## src/rtl/uart_transmit.sv

```systemverilog
// 8-bit UART transmitter: one-entry holding register feeding a shift register, framed as
// start, D0..D7 (LSB first), optional parity, then one or two stop bits, paced by transmit_baud.
module uart_transmit #(
    parameter int unsigned PARITY_EN  = 0,
    parameter int unsigned PARITY_ODD = 0,
    parameter int unsigned STOP_BITS  = 1
) (
    input  logic       clk,
    input  logic       rst_n,
    input  logic       transmit_baud,
    input  logic       transmit_write_en,
    input  logic [7:0] transmit_write_line,
    output logic       txd,
    output logic       tbr,
    output logic       tx_busy,
    output logic       tx_done,
    output logic       overrun
);

    typedef enum logic [2:0] {StIdle, StStart, StData, StParity, StStop} state_e;

    localparam logic [2:0] StopLast = 3'(STOP_BITS - 1);

    state_e     r_state, w_state_d;
    logic [7:0] r_hold, w_hold_d;
    logic       r_hold_full, w_hold_full_d;
    logic [7:0] r_shift, w_shift_d;
    logic [2:0] r_bit_cnt, w_bit_cnt_d;
    logic       r_parity, w_parity_d;
    logic       r_txd, w_txd_d;
    logic       r_busy, w_busy_d;
    logic       r_done, w_done_d;
    logic       r_overrun, w_overrun_d;
    logic       w_load;

    always_ff @(posedge clk or negedge rst_n) begin
        if (!rst_n) begin
            r_state     <= StIdle;
            r_hold      <= '0;
            r_hold_full <= 1'b0;
            r_shift     <= '0;
            r_bit_cnt   <= '0;
            r_parity    <= 1'b0;
            r_txd       <= 1'b1;
            r_busy      <= 1'b0;
            r_done      <= 1'b0;
            r_overrun   <= 1'b0;
        end else begin
            r_state     <= w_state_d;
            r_hold      <= w_hold_d;
            r_hold_full <= w_hold_full_d;
            r_shift     <= w_shift_d;
            r_bit_cnt   <= w_bit_cnt_d;
            r_parity    <= w_parity_d;
            r_txd       <= w_txd_d;
            r_busy      <= w_busy_d;
            r_done      <= w_done_d;
            r_overrun   <= w_overrun_d;
        end
    end

    always_comb begin
        w_state_d     = r_state;
        w_hold_d      = r_hold;
        w_hold_full_d = r_hold_full;
        w_shift_d     = r_shift;
        w_bit_cnt_d   = r_bit_cnt;
        w_parity_d    = r_parity;
        w_txd_d       = r_txd;
        w_busy_d      = r_busy;
        w_done_d      = 1'b0;
        w_overrun_d   = 1'b0;
        w_load        = 1'b0;

        unique case (r_state)
            StIdle: begin
                w_txd_d = 1'b1;
                if (transmit_baud && r_hold_full) begin
                    w_load = 1'b1;
                end
            end
            StStart: begin
                if (transmit_baud) begin
                    w_txd_d     = r_shift[0];
                    w_shift_d   = r_shift >> 1;
                    w_bit_cnt_d = '0;
                    w_state_d   = StData;
                end
            end
            StData: begin
                if (transmit_baud) begin
                    if (r_bit_cnt == 3'd7) begin
                        w_bit_cnt_d = '0;
                        if (PARITY_EN != 0) begin
                            w_txd_d   = r_parity;
                            w_state_d = StParity;
                        end else begin
                            w_txd_d   = 1'b1;
                            w_state_d = StStop;
                        end
                    end else begin
                        w_txd_d     = r_shift[0];
                        w_shift_d   = r_shift >> 1;
                        w_bit_cnt_d = r_bit_cnt + 3'd1;
                    end
                end
            end
            StParity: begin
                if (transmit_baud) begin
                    w_txd_d     = 1'b1;
                    w_bit_cnt_d = '0;
                    w_state_d   = StStop;
                end
            end
            StStop: begin
                if (transmit_baud) begin
                    if (r_bit_cnt == StopLast) begin
                        w_done_d    = 1'b1;
                        w_bit_cnt_d = '0;
                        // A queued byte starts its start bit on this same strobe: no idle gap.
                        if (r_hold_full) begin
                            w_load = 1'b1;
                        end else begin
                            w_state_d = StIdle;
                            w_busy_d  = 1'b0;
                        end
                    end else begin
                        w_bit_cnt_d = r_bit_cnt + 3'd1;
                    end
                end
            end
            default: begin
                w_state_d = StIdle;
            end
        endcase

        if (w_load) begin
            w_shift_d     = r_hold;
            w_parity_d    = (^r_hold) ^ (PARITY_ODD != 0);
            w_hold_full_d = 1'b0;
            w_bit_cnt_d   = '0;
            w_txd_d       = 1'b0;
            w_busy_d      = 1'b1;
            w_state_d     = StStart;
        end

        // A load only happens with the holding register full, so any coincident write is an overrun.
        if (transmit_write_en) begin
            if (r_hold_full) begin
                w_overrun_d = 1'b1;
            end else begin
                w_hold_d      = transmit_write_line;
                w_hold_full_d = 1'b1;
            end
        end
    end

    always_ff @(posedge clk) begin
        assert (STOP_BITS == 1 || STOP_BITS == 2)
            else $error("uart_transmit: STOP_BITS must be 1 or 2");
    end

    assign txd     = r_txd;
    assign tbr     = ~r_hold_full;
    assign tx_busy = r_busy;
    assign tx_done = r_done;
    assign overrun = r_overrun;

endmodule

```

## config.mk

```make
export PLATFORM = sky130hd
export DESIGN_NAME = uart_transmit
export DESIGN_NICKNAME = d
export VERILOG_FILES = /design/src/rtl/uart_transmit.sv
export SDC_FILE = /design/constraint.sdc
export NUM_CORES = 1
export LEC_CHECK = 0
export BUFFER_PORTS_ARGS = -buffer_cell sky130_fd_sc_hd__buf_2
export CORE_UTILIZATION = 59
export CTS_BUF_LIST = sky130_fd_sc_hd__clkbuf_8
export DETAILED_ROUTE_END_ITERATION = 12
export GPL_TIMING_DRIVEN = 0
export PLACE_DENSITY = 0.86
export SYNTH_ARGS = -nofsm -noshare
export SYNTH_HDL_FRONTEND = slang
export SYNTH_SLANG_ARGS = --single-unit
```

## constraint.sdc

```tcl
create_clock -name clk -period 2.3 [get_ports clk]
set_input_delay 0.23 -clock clk [delete_from_list [all_inputs] [get_ports clk]]
set_output_delay 0.23 -clock clk [all_outputs]
set_load 0.05 [all_outputs]
```

# Yosys cells after proc, flatten, opt, wreduce, memory -nomap -nowiden
# Index checks and enable logic that the tools add are counted.
[op_classes]
bitwise = 1
n_mux = 44
add_sub_neg = 1
n_eq_ne = 16
reduce_logical = 16
[op_table]
columns = ["cell", "n"]
rows = [
  ["two-way mux 3 bit", 14],
  ["two-way mux 8 bit", 4],
  ["!= test 3 bit (second input constant)", 8],
  ["two-way mux 1 bit", 21],
  ["case mux 8 bit (2 select lines)", 1],
  ["AND reduction 4 bit", 4],
  ["case mux 3 bit (5 select lines)", 1],
  ["case mux 3 bit (3 select lines)", 1],
  ["AND reduction 8 bit", 1],
  ["equality test 3 x 2 -> 1 bit (second input constant)", 2],
  ["equality test 3 bit (second input constant)", 2],
  ["zero test 3 bit", 2],
  ["nonzero test 2 bit", 3],
  ["nonzero test 5 bit", 1],
  ["case mux 1 bit (4 select lines)", 1],
  ["nonzero test 4 bit", 1],
  ["adder 3 x 1 -> 3 bit (second input constant)", 1],
  ["equality test 3 x 1 -> 1 bit (second input constant)", 1],
  ["!= test 3 x 1 -> 1 bit (second input constant)", 1],
  ["nonzero test 3 bit", 1],
  ["!= test 2 x 1 -> 1 bit (second input constant)", 1],
  ["!= test 2 bit (second input constant)", 1],
  ["case mux 1 bit (2 select lines)", 1],
  ["AND reduction 2 bit", 1],
  ["other kinds (3)", 3],
]
[word_totals]
regBits = 27
word_cells = 87
input_bits = 12
output_inout_bits = 5

# Logic depth before layout (Yosys ltp)
# Gate-level depths: netlist (run 1).
[logic_depth]
depth_word = 7
ltp_mapped = 6
mapped_depth_nobuf = 6

# Worst setup path before layout (run 1)
# Ideal clock, no wire load.
[synth_timing]
path_type = "register to register"
start = "register r_bit_cnt[0]"
end = "register r_shift[0]"
arrival_ns = 1.667
path_slack_ns = 0.509
setup_time_ns = 0.125
required_time_ns = 2.175
synth_period_minus_slack_ns = 1.791
stages_incl_launch_ff = 7
path_buffers = 0
cell_sequence = "dfrtp_1 > ha_1 > ha_1 > nor3b_2 > o21ai_4 > mux2_1 > mux2_2"
[synth_between]
elab_chain_len = 6
elab_cells_between_ends = 11
classes_between = "4 x eq/ne; 4 x mux; 3 x reduce/logical"
[synth_rtl]
columns = ["item", "line_no", "source"]
rows = [
  ["start: declaration", "28", "logic [2:0] r_bit_cnt, w_bit_cnt_d;"],
  ["start signal: assignment", "53", "r_bit_cnt <= w_bit_cnt_d;"],
  ["zero test 3 bit", "117", "if (r_bit_cnt == StopLast) begin"],
  ["two-way mux 1 bit", "117", ""],
  ["two-way mux 1 bit", "116", "if (transmit_baud) begin"],
  ["case mux 1 bit (2 select lines)", "75", "unique case (r_state)"],
  ["!= test 3 bit (no line) or nonzero test 3 bit (tied branches)", "--", ""],
  ["AND reduction 4 bit (no line)", "--", ""],
  ["end signal: assignment", "52", "r_shift <= w_shift_d;"],
  ["end: declaration", "27", "logic [7:0] r_shift, w_shift_d;"],
]
# Several ways; a longest one is shown, not always the timed one.
# A chain may end at the register's enable or synchronous reset.

# Worst setup path after layout (run 1)
[layout_timing]
start = "register r_bit_cnt[0]"
end = "register r_shift[2]"
# The elaborated chain is that of the path after synthesis.

==> results of run 1 <==
state kept, by name (all words and copies together) (netlist names):
| register | cells |
|---|---|
| tx_busy | 1 |
| overrun | 1 |
| r_bit_cnt | 3 |
| r_shift | 8 |
| r_hold_full | 1 |
| r_state | 3 |
| tx_done | 1 |
| r_hold | 8 |
| txd | 1 |
power groups by stage:
stage | combinational (mW) | sequential (mW) | clock (mW)
2_1_floorplan | 0.602 | 0.827 | 0
5_1_grt | 0.896 | 0.828 | 0.298
3_5_place_dp | 0.807 | 0.811 | 0
4_1_cts | 0.818 | 0.802 | 0.281
3_3_place_gp | 0.754 | 0.793 | 0
6_report | 0.810 | 0.803 | 0.280
kinds of logic after synthesis:
group	after synthesis	synth area share
AO/OA/AOI/OAI	17	0.112
AND/OR/NAND/NOR	32	0.130
buffers and inverters	8	0.0294
adder cells (fa/ha/maj)	3	0.0284
multiplexers	22	0.188
flip-flops	27	0.513
metal layers:
layer	part of all wire	track usage
met2	0.51	0.381
met4	0.018	0.127
met1	0.44	0.295
met3	0.029	0.0280
met5	0	0
area by class of cell:
class                      instances  share of cell area
timing repair buffer              16              0.0572
buffer                             4              0.0160
sequential                        27               0.455
inverter                           4              0.0101
multi-input combinational         74               0.406
clock buffer                       3              0.0278
clock inverter                     1             0.00505
tap                               27              0.0227
layout by cell type, fill, tap and decap left out, drive strengths merged:
master        n
a2111oi       1
a211oi        1
a21o          1
a21oi         1
a22oi         1
a32o          1
a32oi         1
and2          1
and2b         1
buf          18
clkbuf        4
clkinvlp      1
dfrtp        26
dfstp         1
dlygate4sd3   1
ha            3
inv           4
mux2         22
nand2         6
nand2b        4
nand3         4
nor2          9
nor2b         4
nor3          1
nor3b         1
o21ai         8
o221a         1
o22ai         1
or3           1
worst register-to-register path, delay by kind of cell, from the launching register on:
kind                     cells  cell delay, ps
multiplexers                 2             640
AND/OR/NAND/NOR              1             240
AO/OA/AOI/OAI                1             140
adder cells (fa/ha/maj)      2             430
flip-flops                   1             410
final timing paths:
kind                                           from                      to  slack, ps  depth (start not counted)
max                        r_bit_cnt[0]$_DFFE_PN0P_  r_shift[2]$_DFFE_PN0P_        330                          6
min                          transmit_write_line[7]   r_hold[7]$_DFFE_PN0P_        160                          2
max reg2reg                r_bit_cnt[0]$_DFFE_PN0P_  r_shift[2]$_DFFE_PN0P_        330                          6
min reg2reg                   r_hold[7]$_DFFE_PN0P_   r_hold[7]$_DFFE_PN0P_        490                          1
max in group asynchronous                     rst_n   r_hold[1]$_DFFE_PN0P_       1420                          2
min in group asynchronous                     rst_n  r_shift[7]$_DFFE_PN0P_        490                          2
what timing repair did:
action / 4_1_cts / 5_1_grt
hold buffers: 1 / 0
endpoints found under the hold margin: 26 / 0
resized for setup: 0 / 0
==> impl_metrics.prom, run 1 <==
# TYPE chip_impl_metric gauge
chip_impl_metric{name="power.sequential.fraction",unit=""} 0.424
chip_impl_metric{name="post-route-period-util",unit=""} 0.856
chip_impl_info{name="most_prevalent_standard_cell_on_the_critical_path",value="sky130_fd_sc_hd__ha_1"} 1
chip_impl_metric{name="synth.distinct_cells",unit=""} 32
chip_impl_metric{name="power.switching",unit="uW"} 719
chip_impl_metric{name="final_net_count",unit=""} 145
chip_impl_metric{name="grt_overflow_total",unit=""} 0
chip_impl_metric{name="detailed_place.area",unit="mm2"} 0.00143
chip_impl_metric{name="asyncSetResetFlopFracSynth",unit=""} 1.00
chip_impl_metric{name="place.detailed.hpwl",unit="um"} 1690
chip_impl_metric{name="layout_setup_ws",unit="ps"} 331
chip_impl_info{name="grt_setup_unrepaired",value="false"} 1
chip_impl_metric{name="time_the_final_worst_path_needs_with_i_o_delays_and_setup",unit="ps"} 1970
chip_impl_metric{name="n_antenna_cell",unit=""} 0
chip_impl_metric{name="setup_viol",unit=""} 0
chip_impl_metric{name="post-route-drc-count",unit=""} 0
chip_impl_metric{name="finalWirelength",unit="um"} 2340
chip_impl_metric{name="grt_first_pass_wirelength",unit="um"} 4110
chip_impl_metric{name="htree_num_levels",unit=""} 1
chip_impl_metric{name="synthesis.yosys.warnings",unit=""} 0
chip_impl_info{name="min_path_type",value="input pin to flip-flop"} 1
chip_impl_metric{name="post-layout-total-power",unit="mW"} 1.89
chip_impl_info{name="post_synth_main_area_contributors",value="sky130_fd_sc_hd__dfrtp_1 49%, sky130_fd_sc_hd__mux2_1 13%, sky130_fd_sc_hd__mux2_2 6.0%"} 1
chip_impl_metric{name="drt-pass1-iter-count",unit=""} 4
chip_impl_metric{name="total_negative_setup_slack",unit="ps"} 0
chip_impl_info{name="run_status",value="finished, final reports clean"} 1
chip_impl_metric{name="ir_drop",unit="mV"} 0.786
chip_impl_metric{name="post_synth.cell_area_avg",unit="um2"} 12.1
chip_impl_metric{name="grt.total_usage",unit=""} 0.232
chip_impl_metric{name="syn_to_final_growth",unit="%"} 12.7
chip_impl_metric{name="flip_flop_and_latch_count_after_synthesis",unit=""} 27
chip_impl_metric{name="floorplan.die_area",unit="mm2"} 0.00243
chip_impl_metric{name="die_width",unit="um"} 49.3
chip_impl_metric{name="placement.io_buffers",unit=""} 15
chip_impl_metric{name="routed_wire_length_per_instance",unit="um"} 15.0
chip_impl_info{name="path_delay_family",value="multiplexers"} 1
chip_impl_metric{name="postCtsSetupBuffers",unit=""} 0
chip_impl_metric{name="layout-drive-gt1-share",unit=""} 0.279
chip_impl_metric{name="multi_input_comb_area",unit="um2"} 604
chip_impl_metric{name="worst_skew_pair.late_latency",unit="ps"} 280
chip_impl_metric{name="worstPathMaxFanout",unit=""} 9
chip_impl_metric{name="cts-root-to-sink-buffers",unit=""} 2
chip_impl_metric{name="synth.top_cell.area_share",unit=""} 0.493
chip_impl_metric{name="p_int",unit="mW"} 1.17
chip_impl_metric{name="clock_sink_count",unit=""} 27
chip_impl_metric{name="clock_network_fraction_of_design_power",unit=""} 0.148
chip_impl_metric{name="critical_path_required",unit="ps"} 2470
chip_impl_metric{name="layout.area.seq",unit="um2"} 677
chip_impl_metric{name="first_global_vias",unit=""} 920
chip_impl_metric{name="final-instance-count-excl-fill",unit=""} 156
chip_impl_metric{name="synth.net_count",unit=""} 124
chip_impl_info{name="synth.cells.most_frequent",value="26 x sky130_fd_sc_hd__dfrtp_1, 15 x sky130_fd_sc_hd__mux2_1, 9 x sky130_fd_sc_hd__nor2_1"} 1
chip_impl_metric{name="max_slew.worst_pin.slew",unit="ps"} 599
chip_impl_info{name="synth_flop_cell",value="sky130_fd_sc_hd__dfrtp_1"} 1
chip_impl_metric{name="grt_antenna_before_repair",unit=""} 0
chip_impl_metric{name="critPathArrivalTime",unit="ps"} 2130
chip_impl_info{name="cts.root.buffer_cell",value="sky130_fd_sc_hd__clkbuf_8"} 1
chip_impl_metric{name="fin_worst_skew",unit="ps"} 3.28
chip_impl_metric{name="p_sw_frac",unit=""} 0.380
chip_impl_metric{name="cpPeakStageDelay",unit="ps"} 410
chip_impl_metric{name="nFillCells",unit=""} 157
chip_impl_metric{name="power_density",unit="mW/mm2"} 1270
chip_impl_info{name="startpoint_type",value="flip-flop"} 1
chip_impl_metric{name="pin_count_of_the_biggest_net_entering_global_routing",unit=""} 28
chip_impl_metric{name="routabilityCongestion",unit=""} 0.884
chip_impl_metric{name="synth-edff-count",unit=""} 0
chip_impl_info{name="cp_cell_sequence",value="ha_1 > ha_1 > nor3b_2 > o21ai_4 > mux2_1 > mux2_2"} 1
chip_impl_metric{name="total_placed_cells_including_tap_cells",unit=""} 151
chip_impl_info{name="yosysMostFrequentCell",value="sky130_fd_sc_hd__dfrtp_1"} 1
chip_impl_metric{name="cap_viol_max_count",unit=""} 0
chip_impl_info{name="cts_tree",value="yes"} 1
chip_impl_metric{name="p_comb_frac",unit=""} 0.428
chip_impl_metric{name="num_rows",unit=""} 16
chip_impl_metric{name="die_height",unit="um"} 49.3
chip_impl_metric{name="slew_headroom",unit=""} 0.601
chip_impl_metric{name="synth.cell_area",unit="mm2"} 0.00132
chip_impl_metric{name="worstPathBufferInverterCount",unit=""} 0
chip_impl_metric{name="leakagePower",unit="nW"} 0.686
chip_impl_metric{name="finalMaxSlewViolations",unit=""} 0
chip_impl_metric{name="detail_route_antenna_nets",unit=""} 0
chip_impl_info{name="slowest_stage_cell_cp",value="sky130_fd_sc_hd__dfrtp_1"} 1
chip_impl_metric{name="preCtsSetupSlack",unit="ps"} 383
chip_impl_metric{name="achievable-frequency",unit="GHz"} 0.508
chip_impl_info{name="critical_path_class",value="flip-flop to flip-flop"} 1
chip_impl_metric{name="core_region_area",unit="mm2"} 0.00204
chip_impl_metric{name="yosysSeqAreaShare",unit=""} 0.513
chip_impl_info{name="yosys.area.top_type",value="sky130_fd_sc_hd__dfrtp_1"} 1
chip_impl_metric{name="dr_total_vias",unit=""} 886
chip_impl_metric{name="timing.hold.ws",unit="ps"} 161
chip_impl_metric{name="timing_hold_violations_final",unit=""} 0
chip_impl_metric{name="syn-instance-count",unit=""} 109
chip_impl_metric{name="num_io_pins",unit=""} 17
chip_impl_metric{name="post_drt_via_cell_ratio",unit=""} 5.68
chip_impl_metric{name="post-route-util",unit=""} 0.729
chip_impl_info{name="setup.worst_path.end_class",value="flip-flop"} 1
chip_impl_metric{name="detail_route.iter0.violations",unit=""} 10
chip_impl_metric{name="final_cell_area",unit="mm2"} 0.00149
chip_impl_metric{name="initial_core_util",unit=""} 0.646
chip_impl_metric{name="cts_inserted_buffers",unit=""} 3
chip_impl_metric{name="clk_pin_slew",unit="ps"} 100
Note: power is estimated with default switching activity, not from simulation.
==> inputs of run 2 (changes only) <==
Settings changed: CAP_MARGIN from default to 20, REMOVE_ABC_BUFFERS from default to 1.
==> run 2 against run 1 <==
Sequential cell count did not move. Combinational power fell by 7.5%. Largest cell class unchanged. Total power fell by 2.3%. Register-to-register slack barely moved. Clock-buffer cell count did not move. Highest routed layer unchanged.
==> impl_metrics.prom, run 2 (synthesis results as in run 1) <==
# TYPE chip_impl_metric gauge
chip_impl_metric{name="finalMaxSlewViolations",unit=""} 0
chip_impl_metric{name="cap_viol_max_count",unit=""} 0
chip_impl_metric{name="clock_sink_count",unit=""} 27
chip_impl_metric{name="detail_route_antenna_nets",unit=""} 0
chip_impl_metric{name="timing.hold.ws",unit="ps"} 168
chip_impl_metric{name="r2r_cell_count",unit=""} 6
chip_impl_info{name="grt_setup_unrepaired",value="false"} 1
chip_impl_metric{name="slew_headroom",unit=""} 0.508
chip_impl_metric{name="placement.io_buffers",unit=""} 16
chip_impl_metric{name="time_the_final_worst_path_needs_with_i_o_delays_and_setup",unit="ps"} 1950
chip_impl_metric{name="core_region_area",unit="mm2"} 0.00204
chip_impl_metric{name="cts_inserted_buffers",unit=""} 3
chip_impl_metric{name="nFillCells",unit=""} 145
chip_impl_metric{name="critical_path_required",unit="ps"} 2460
chip_impl_metric{name="num_io_pins",unit=""} 17
chip_impl_metric{name="post-layout-total-power",unit="mW"} 1.85
chip_impl_metric{name="timing_hold_violations_final",unit=""} 0
chip_impl_metric{name="met2RoutedLength",unit="um"} 1160
chip_impl_metric{name="routed_wire_length_per_instance",unit="um"} 14.5
chip_impl_metric{name="grt_first_pass_wirelength",unit="um"} 4080
chip_impl_metric{name="final_net_count",unit=""} 142
chip_impl_metric{name="achievable-frequency",unit="GHz"} 0.512
chip_impl_metric{name="max_slew.worst_pin.slew",unit="ps"} 737
chip_impl_info{name="cts.root.buffer_cell",value="sky130_fd_sc_hd__clkbuf_8"} 1
chip_impl_metric{name="pin_count_of_the_biggest_net_entering_global_routing",unit=""} 28
chip_impl_metric{name="post_drt_via_cell_ratio",unit=""} 5.65
chip_impl_info{name="cts_tree",value="yes"} 1
chip_impl_info{name="most_prevalent_standard_cell_on_the_critical_path",value="sky130_fd_sc_hd__ha_1"} 1
chip_impl_info{name="reg2reg_to",value="r_shift[1]$_DFFE_PN0P_"} 1
chip_impl_info{name="cp_cell_sequence",value="ha_1 > ha_1 > nor3b_2 > o21ai_4 > mux2_1 > mux2_2"} 1
chip_impl_metric{name="ir_drop",unit="mV"} 0.796
chip_impl_metric{name="detail_route.iter0.violations",unit=""} 17
chip_impl_metric{name="timing.reg2reg.setup_slack",unit="ps"} 350
chip_impl_metric{name="worstPathMaxFanout",unit=""} 9
chip_impl_metric{name="first_global_vias",unit=""} 878
chip_impl_metric{name="postCtsSetupBuffers",unit=""} 0
chip_impl_info{name="endpoint",value="r_shift[1]$_DFFE_PN0P_"} 1
chip_impl_metric{name="routabilityCongestion",unit=""} 0.874
chip_impl_metric{name="post-route-drc-count",unit=""} 0
chip_impl_metric{name="dr_wl_met3",unit="um"} 80
chip_impl_metric{name="drt-pass1-iter-count",unit=""} 4
chip_impl_info{name="run_status",value="finished, final reports clean"} 1
chip_impl_metric{name="die_width",unit="um"} 49.3
chip_impl_metric{name="finalWirelength",unit="um"} 2210
chip_impl_info{name="min_path_type",value="input pin to flip-flop"} 1
chip_impl_metric{name="cts-root-to-sink-buffers",unit=""} 2
chip_impl_metric{name="cpPeakStageDelay",unit="ps"} 410
chip_impl_metric{name="num_rows",unit=""} 16
chip_impl_info{name="startpoint",value="r_bit_cnt[0]$_DFFE_PN0P_"} 1
chip_impl_metric{name="syn_to_final_growth",unit="%"} 11.3
chip_impl_metric{name="fin_worst_skew",unit="ps"} 5.25
chip_impl_metric{name="htree_num_levels",unit=""} 1
chip_impl_info{name="critical_path_class",value="flip-flop to flip-flop"} 1
chip_impl_info{name="critical_path.reg2reg.startpoint",value="r_bit_cnt[0]$_DFFE_PN0P_"} 1
chip_impl_info{name="startpoint_type",value="flip-flop"} 1
chip_impl_info{name="final_common_cell",value="sky130_fd_sc_hd__dfrtp_1"} 1
chip_impl_metric{name="floorplan.die_area",unit="mm2"} 0.00243
chip_impl_metric{name="worst_skew_pair.late_latency",unit="ps"} 270
chip_impl_metric{name="setup_viol",unit=""} 0
chip_impl_info{name="reg_top3",value="r_hold x8, r_shift x8"} 1
chip_impl_metric{name="count_of_instances_resized_after_the_clock_tree_is_built",unit=""} 0
chip_impl_metric{name="total_negative_setup_slack",unit="ps"} 0
chip_impl_info{name="setup.worst_path.end_class",value="flip-flop"} 1
chip_impl_metric{name="post-route-period-util",unit=""} 0.850
chip_impl_info{name="highest_layer",value="met4"} 1
chip_impl_metric{name="place.detailed.hpwl",unit="um"} 1610
chip_impl_metric{name="leakagePower",unit="nW"} 0.673
chip_impl_metric{name="n_antenna_cell",unit=""} 0
chip_impl_metric{name="layout_setup_ws",unit="ps"} 346
chip_impl_metric{name="cts_hold_buf",unit=""} 1
chip_impl_metric{name="layout-drive-gt1-share",unit=""} 0.270
chip_impl_metric{name="clk_pin_slew",unit="ps"} 90
chip_impl_metric{name="grt_antenna_before_repair",unit=""} 0
chip_impl_metric{name="grt_overflow_total",unit=""} 0
chip_impl_info{name="slowest_stage_cell_cp",value="sky130_fd_sc_hd__dfrtp_1"} 1
chip_impl_metric{name="preCtsSetupSlack",unit="ps"} 390
chip_impl_info{name="final_cell_mix",value="26 x sky130_fd_sc_hd__dfrtp_1, 16 x sky130_fd_sc_hd__buf_2, 15 x sky130_fd_sc_hd__mux2_1, 9 x sky130_fd_sc_hd__nor2_1, 7 x sky130_fd_sc_hd__mux2_2"} 1
chip_impl_metric{name="die_height",unit="um"} 49.3
chip_impl_metric{name="drt-met1-wl",unit="um"} 939
chip_impl_metric{name="dr_total_vias",unit=""} 865
chip_impl_metric{name="critPathArrivalTime",unit="ps"} 2110
chip_impl_metric{name="initial_core_util",unit=""} 0.646
chip_impl_metric{name="power_density",unit="mW/mm2"} 1260
chip_impl_metric{name="grt.total_usage",unit=""} 0.225
run 2: changes by cell type in the layout (fill, tap and decap cells not counted):
cell	change
sky130_fd_sc_hd__buf_4	-2
sky130_fd_sc_hd__clkbuf_1	-1
run 2: metrics by stage:
step | area, um2 | utilization | instances
3_5_place_dp | 1410 | 0.691 | 148
6_report | 1470 | 0.719 | 153
2_1_floorplan | 1300 | - | 105
3_3_place_gp | 1410 | 0.691 | 148
5_1_grt | 1470 | 0.719 | 153
4_1_cts | 1470 | 0.719 | 153
run 2: layer usage:
layer	track usage	vias to the layer above
met5	0	-
met4	0.0588	0
met3	0.0561	5
met2	0.402	19
met1	0.267	423
li1	-	418
run 2: how the worst min path moves through the flow:
stage               depth (start not counted)                      to              startpoint  slack, ps
floorplan                                   0       overrun$_DFF_PN0_                   rst_n        -70
global placement                            1  r_state[2]$_DFFE_PN0P_                   rst_n        260
detailed placement                          1  r_state[2]$_DFFE_PN0P_                   rst_n        260
CTS                                         2   r_hold[2]$_DFFE_PN0P_  transmit_write_line[2]        160
global route                                2   r_hold[5]$_DFFE_PN0P_  transmit_write_line[5]        160
finish                                      2   r_hold[2]$_DFFE_PN0P_  transmit_write_line[2]        170
run 2: report_power, final:
part / total, mW / switching [mW] / internal, mW
clock network: 0.265 / 0.142 / 0.123
registers: 0.835 / 0.156 / 0.679
logic: 0.749 / 0.395 / 0.353
total: 1.85 / 0.694 / 1.16
run 2: cell type report:
cell class	instances	area [um2]	area share
inverter	4	15.0	0.0102
sequential	27	677	0.461
tap	27	33.8	0.0230
clock buffer	3	41.3	0.0281
timing repair buffer	17	90.1	0.0613
multi-input combinational	74	604	0.411
clock inverter	1	7.51	0.00511
run 2: worst max-delay path: cells and delay by family (launching register included):
kind	cells	cell delay, ps
DFF	1	410
muxes	2	630
adders and majority gates	2	430
AOI/OAI and AO/OA	1	140
and+or+nand+nor	1	230
